File: config.mk
export PLATFORM = sky130hd
export DESIGN_NAME = quadrature_decoder
export DESIGN_NICKNAME = d
export VERILOG_FILES = /design/src/rtl/quadrature_decoder.sv
export SDC_FILE = /design/constraint.sdc
export NUM_CORES = 1
export LEC_CHECK = 0
export ABC_AREA = 1
export BUFFER_PORTS_ARGS = -buffer_cell sky130_fd_sc_hd__buf_2
export CORE_MARGIN = 5
export CORE_UTILIZATION = 35
export CTS_CLUSTER_DIAMETER = 100
export DETAILED_ROUTE_END_ITERATION = 7
export HOLD_SLACK_MARGIN = 0.08
export REMOVE_ABC_BUFFERS = 1
export SETUP_SLACK_MARGIN = 0.02
export SLEW_MARGIN = 20
export SYNTH_ARGS = -nofsm -noshare
export SYNTH_HDL_FRONTEND = slang
export SYNTH_SLANG_ARGS = --single-unit
File: constraint.sdc
create_clock -name clk -period 4.5 [get_ports clk]
set_input_delay 0.225 -clock clk [delete_from_list [all_inputs] [get_ports clk]]
set_output_delay 0.225 -clock clk [all_outputs]
set_load 0.05 [all_outputs]
File: src/rtl/quadrature_decoder.sv
// Quadrature decoder: 2-FF synchronised A/B channels decoded into a signed x4 position,
// direction, distance-since-clear with limit flag, and a sticky illegal-transition flag.
// Optional per-channel glitch filter is built when QDEC_FILTER_EN is defined.
`timescale 1ns/1ps
module quadrature_decoder #(
  parameter int COUNT_W    = 32,
  parameter int DIST_W     = 8,
  parameter int FILTER_LEN = 4
) (
  input  logic               clk,
  input  logic               rst_n,
  input  logic               a_in,
  input  logic               b_in,
  input  logic               clear,
  input  logic [DIST_W-1:0]  limit_value,
  output logic [COUNT_W-1:0] step_count,
  output logic               direction,
  output logic               step_pulse,
  output logic [DIST_W-1:0]  distance,
  output logic               limit_reached,
  output logic               illegal_err
);

  if (FILTER_LEN < 1) begin : g_bad_filter_len
    $error("quadrature_decoder: FILTER_LEN must be at least 1");
  end

  // AB pairs are packed as {a, b}.
  logic [1:0] raw_ab;
  logic [1:0] sync1_q, sync1_d;
  logic [1:0] sync2_q, sync2_d;
  logic [1:0] ab_cur;
  logic [1:0] ab_prev_q, ab_prev_d;
  logic       init_q, init_d;

  assign raw_ab = {a_in, b_in};

  // init_q is low for the first cycle after reset release; every input-path
  // register then loads the live pin state so no edge is seen at start-up.
  always_comb begin
    init_d  = 1'b1;
    sync1_d = init_q ? raw_ab  : raw_ab;
    sync2_d = init_q ? sync1_q : raw_ab;
  end

  always_ff @(posedge clk or negedge rst_n) begin
    if (!rst_n) begin
      init_q  <= 1'b0;
      sync1_q <= 2'b00;
      sync2_q <= 2'b00;
    end else begin
      init_q  <= init_d;
      sync1_q <= sync1_d;
      sync2_q <= sync2_d;
    end
  end

`ifdef QDEC_FILTER_EN
  localparam int CNT_W = (FILTER_LEN > 1) ? $clog2(FILTER_LEN) : 1;
  localparam logic [CNT_W-1:0] CNT_LAST = CNT_W'(FILTER_LEN - 1);

  logic [1:0]       filt_q, filt_d;
  logic [CNT_W-1:0] cnt_q [2];
  logic [CNT_W-1:0] cnt_d [2];

  // A channel propagates only after FILTER_LEN consecutive samples differ
  // from the filtered value; any return to the old level restarts the count.
  always_comb begin
    filt_d = filt_q;
    for (int i = 0; i < 2; i++) begin
      cnt_d[i] = '0;
      if (!init_q) begin
        filt_d[i] = raw_ab[i];
      end else if (sync2_q[i] != filt_q[i]) begin
        if (cnt_q[i] == CNT_LAST) begin
          filt_d[i] = sync2_q[i];
        end else begin
          cnt_d[i] = cnt_q[i] + 1'b1;
        end
      end
    end
  end

  always_ff @(posedge clk or negedge rst_n) begin
    if (!rst_n) begin
      filt_q   <= 2'b00;
      cnt_q[0] <= '0;
      cnt_q[1] <= '0;
    end else begin
      filt_q   <= filt_d;
      cnt_q[0] <= cnt_d[0];
      cnt_q[1] <= cnt_d[1];
    end
  end

  assign ab_cur = filt_q;
`else
  assign ab_cur = sync2_q;
`endif

  logic [COUNT_W-1:0] step_count_q, step_count_d;
  logic               direction_q, direction_d;
  logic               step_pulse_q, step_pulse_d;
  logic [DIST_W-1:0]  distance_q, distance_d;
  logic               limit_q, limit_d;
  logic               illegal_q, illegal_d;
  logic [1:0]         pos_cur, pos_prev;
  logic               fwd, rev, jump;

  // Gray {a,b} 00,10,11,01 maps to positions 0,1,2,3 around the cycle.
  assign pos_cur  = {ab_cur[0], ab_cur[1] ^ ab_cur[0]};
  assign pos_prev = {ab_prev_q[0], ab_prev_q[1] ^ ab_prev_q[0]};
  assign fwd      = (pos_cur == pos_prev + 2'd1);
  assign rev      = (pos_prev == pos_cur + 2'd1);
  assign jump     = (ab_cur != ab_prev_q) && !fwd && !rev;

  always_comb begin
    step_count_d = step_count_q;
    direction_d  = direction_q;
    step_pulse_d = 1'b0;
    distance_d   = distance_q;
    illegal_d    = illegal_q;
    ab_prev_d    = ab_cur;
    limit_d      = (limit_value != '0) && (distance_q >= limit_value);
    if (!init_q) begin
      ab_prev_d = raw_ab;
      limit_d   = limit_q;
    end else if (clear) begin
      step_count_d = '0;
      distance_d   = '0;
      limit_d      = 1'b0;
      illegal_d    = 1'b0;
    end else if (fwd || rev) begin
      step_count_d = fwd ? step_count_q + 1'b1 : step_count_q - 1'b1;
      direction_d  = rev;
      step_pulse_d = 1'b1;
      if (distance_q != '1) begin
        distance_d = distance_q + 1'b1;
      end
    end else if (jump) begin
      illegal_d = 1'b1;
    end
  end

  always_ff @(posedge clk or negedge rst_n) begin
    if (!rst_n) begin
      ab_prev_q    <= 2'b00;
      step_count_q <= '0;
      direction_q  <= 1'b0;
      step_pulse_q <= 1'b0;
      distance_q   <= '0;
      limit_q      <= 1'b0;
      illegal_q    <= 1'b0;
    end else begin
      ab_prev_q    <= ab_prev_d;
      step_count_q <= step_count_d;
      direction_q  <= direction_d;
      step_pulse_q <= step_pulse_d;
      distance_q   <= distance_d;
      limit_q      <= limit_d;
      illegal_q    <= illegal_d;
    end
  end

  assign step_count    = step_count_q;
  assign direction     = direction_q;
  assign step_pulse    = step_pulse_q;
  assign distance      = distance_q;
  assign limit_reached = limit_q;
  assign illegal_err   = illegal_q;

endmodule
==> impl_metrics.ini <==
[clock_network]
ctsResizeCount = 0
cts_tree = done
cts_buffers = 5
ctsRootBufferMaster = clkbuf_16
cts_setup_buffers = 0
htree_levels = 2
worstSkewPairLatency_ns = 0.31
clock-sinks = 51
cts-hold-fix-buffers = 3
clock_path_buffers = 2
clkTransAtPathRegs_ns = 0.08

[global_routing]
grt_max_degree = 52
grt_pass1_vias = 4219
antenna_found_initial = 0
grt-ovfl-total = 0
gr-usage-all-layers = 0.1638
grt_pass1_wl_um = 21360

[place]
gp_congestion = 0.9217
hpwl_um = 9816
port_buffers = 56
dpl-instance-area_mm2 = 0.005182
dp.cells = 986

[sta]
rsz0062_at_grt = no
fin_crit_ns = 3.176
skew_ns = 0.007849
fin_setup_tns_ns = 0
worstMarginPinSlew_ns = 0.7005
period_share = 0.7058
setup_viol = 0
maxSlewHeadroom = 0.5319
maxSlewViolCount = 0
hold_viol = 0
timing.fmax_mhz = 314.8

[hold_path]
worst_hold_path.endpoint = distance[7]
min_path_type = in -> reg
holdPathStages = 4
hold_start = clear

[drt]
postRouteAntennaNets = 0
drt-total-wl_um = 12600
drt-wirelength-per-cell_um = 12.64
via_per_inst = 4.588
dr.pass1.iters = 5
drtIter0Drc = 347
vias = 4574
drc = 0

[synth]
syn_inst = 760
synth_flop_cell = dfrtp_1
synth-seq-cells = 51
synthArstFlopShare = 1.000
seq_area_frac_synth = 0.2701
yosysWarnings = 0
syn_area_mm2 = 0.004725
syn_area_per_cell_um2 = 6.216
synth-edff-count = 0
synth.distinct_cells = 36

[power_and_ir_drop]
intPower_uw = 1661
swShare = 0.5981
p_seq_frac = 0.179
comb_power_share = 0.724
ir_drop_mv = 0.2370
power.density_mw_per_mm2 = 771.1
switchingPower_uw = 2472
p_leak_uw = 0.003276
p_clk_frac = 0.097

[finish]
n_fill_cell = 1464
final_common_cell = nand2_1
n_antenna_cell = 0
final_cell_mix = nand2_1 (321), inv_1 (129), buf_2 (56)
final_area_mm2 = 0.005360
fin_cells = 997
syn_to_final_growth_pct = 13.45
num-nets-final = 880
layout-drive-gt1-share = 0.09866

[worst_setup_path]
r2r-end = step_count[28]
cp_data_arrival_time_ns = 3.37
cp_max_fo = 22
critical_path_class = reg -> reg
cp.required_ns = 4.69
r2r_setup_slack_ns = 1.32
r2r_cells = 14
worstSetupEndpointType = flop
path_cells = xor2_1 > nand2_1 > buf_4 > ha_1 > nand2_1 > nor2_1 > inv_1 > nor2_1 > and2_1 > nand2_1 > nand2_1 > nand2_1 > nand3_1 > nand2_1
path_common_cell = nand2_1
r2r_start = ab_cur[1]
start_kind = flop
crit_path_max_incr_delay_ns = 0.47
slowest_stage = nand2_1

[floorplan]
dieArea_mm2 = 0.01592
num_io_pins = 57
start_util = 0.3568
core-area_mm2 = 0.01324
fp.dieH_um = 126.2
num_rows = 42
die_w_um = 126.2

[status]
outcome = completed

[run]
cap_violations = 0
per-layer routing:
metal,GRT usage,vias up,part of all wire
met1,0.2417,1985,0.52
met5,0,-,0
met2,0.2485,98,0.42
met3,0.02964,14,0.043
met4,0.03849,0,0.015
li1,-,2477,-
power groups by stage:
stage / clock, uW / sequential [uW] / combinational [uW]
final: 399 / 740 / 2990
after detailed placement: 0 / 747 / 2970
after global placement: 0 / 752 / 2970
after CTS: 415 / 741 / 2980
after global routing: 434 / 763 / 3370
after floorplan: 0 / 1170 / 1810
worst max path at each step:
stage                           to  cells after the start    startpoint
floorplan           step_count[30]                     13  ab_prev_q[0]
global placement    step_count[26]                     13  ab_prev_q[0]
detailed placement  step_count[28]                     14     ab_cur[1]
CTS                 step_count[28]                     14     ab_cur[1]
global route        step_count[28]                     14     ab_cur[1]
finish              step_count[28]                     14     ab_cur[1]
through the flow:
step	utilization	power, uW	setup WS, ns	hold WS, ns
after global routing	0.4048	4570	0.9566	0.3321
after floorplan	-	2984	1.627	-0.07059
after global placement	0.3913	3721	1.384	0.3535
after detailed placement	0.3913	3713	1.392	0.3528
final	0.4048	4133	1.324	0.3170
after CTS	0.4048	4137	1.358	0.3114
critical path: cells and delay by family (launching register included):
kind                     cells  cell delay, ns
adder cells (fa/ha/maj)      1            0.43
AND/OR/NAND/NOR             10            1.46
buffers and inverters        2            0.51
flip-flops                   1            0.44
XOR/XNOR                     1            0.23
registers in the layout, summed over array words and instances, names as in the netlist:
signal and count:
sync1_q 2, step_count 32, illegal_err 1, distance 8
step_pulse 1, init_q 1, ab_prev_q 2, direction 1
limit_reached 1, ab_cur 2
cells by family after synthesis:
| group | count (synthesis) | share of synthesized area |
|---|---|---|
| AND/OR/NAND/NOR | 432 | 0.3702 |
| buffers and inverters | 141 | 0.1186 |
| other | 1 | 0.0007937 |
| adder cells (fa/ha/maj) | 47 | 0.1261 |
| AO/OA/AOI/OAI | 74 | 0.08819 |
| flip-flops | 51 | 0.2701 |
| XOR/XNOR | 14 | 0.02595 |
cell usage after synthesis, types with 2 or more instances:
library cell | number | area share
nand2_1 | 321 | 0.26
inv_1 | 129 | 0.10
dfrtp_1 | 51 | 0.27
nor2_1 | 47 | 0.037
ha_1 | 46 | 0.12
nand3_1 | 42 | 0.044
a21oi_1 | 31 | 0.033
o21ai_0 | 21 | 0.022
o21ai_1 | 8 | 0.0085
nand4_1 | 7 | 0.0093
xnor2_1 | 7 | 0.013
xor2_1 | 7 | 0.013
nor3_1 | 5 | 0.0053
a21oi_2 | 4 | 0.0074
buf_2 | 4 | 0.0042
buf_6 | 3 | 0.0071
inv_2 | 3 | 0.0024
o21bai_1 | 3 | 0.0048
and2_1 | 2 | 0.0026
nand2_2 | 2 | 0.0026
nor4_1 | 2 | 0.0026
final cells by class:
type / count / area (um2) / share of cell area
Clock buffer: 5 / 125.1 / 0.02334
Clock inverter: 3 / 22.52 / 0.004202
Inverter: 132 / 495.5 / 0.09244
Multi-Input combinational cell: 568 / 2888 / 0.5387
Sequential cell: 51 / 1276 / 0.2381
Tap cell: 176 / 220.2 / 0.04108
Timing Repair Buffer: 62 / 332.8 / 0.06209
Power figures use the tool's default switching activity.
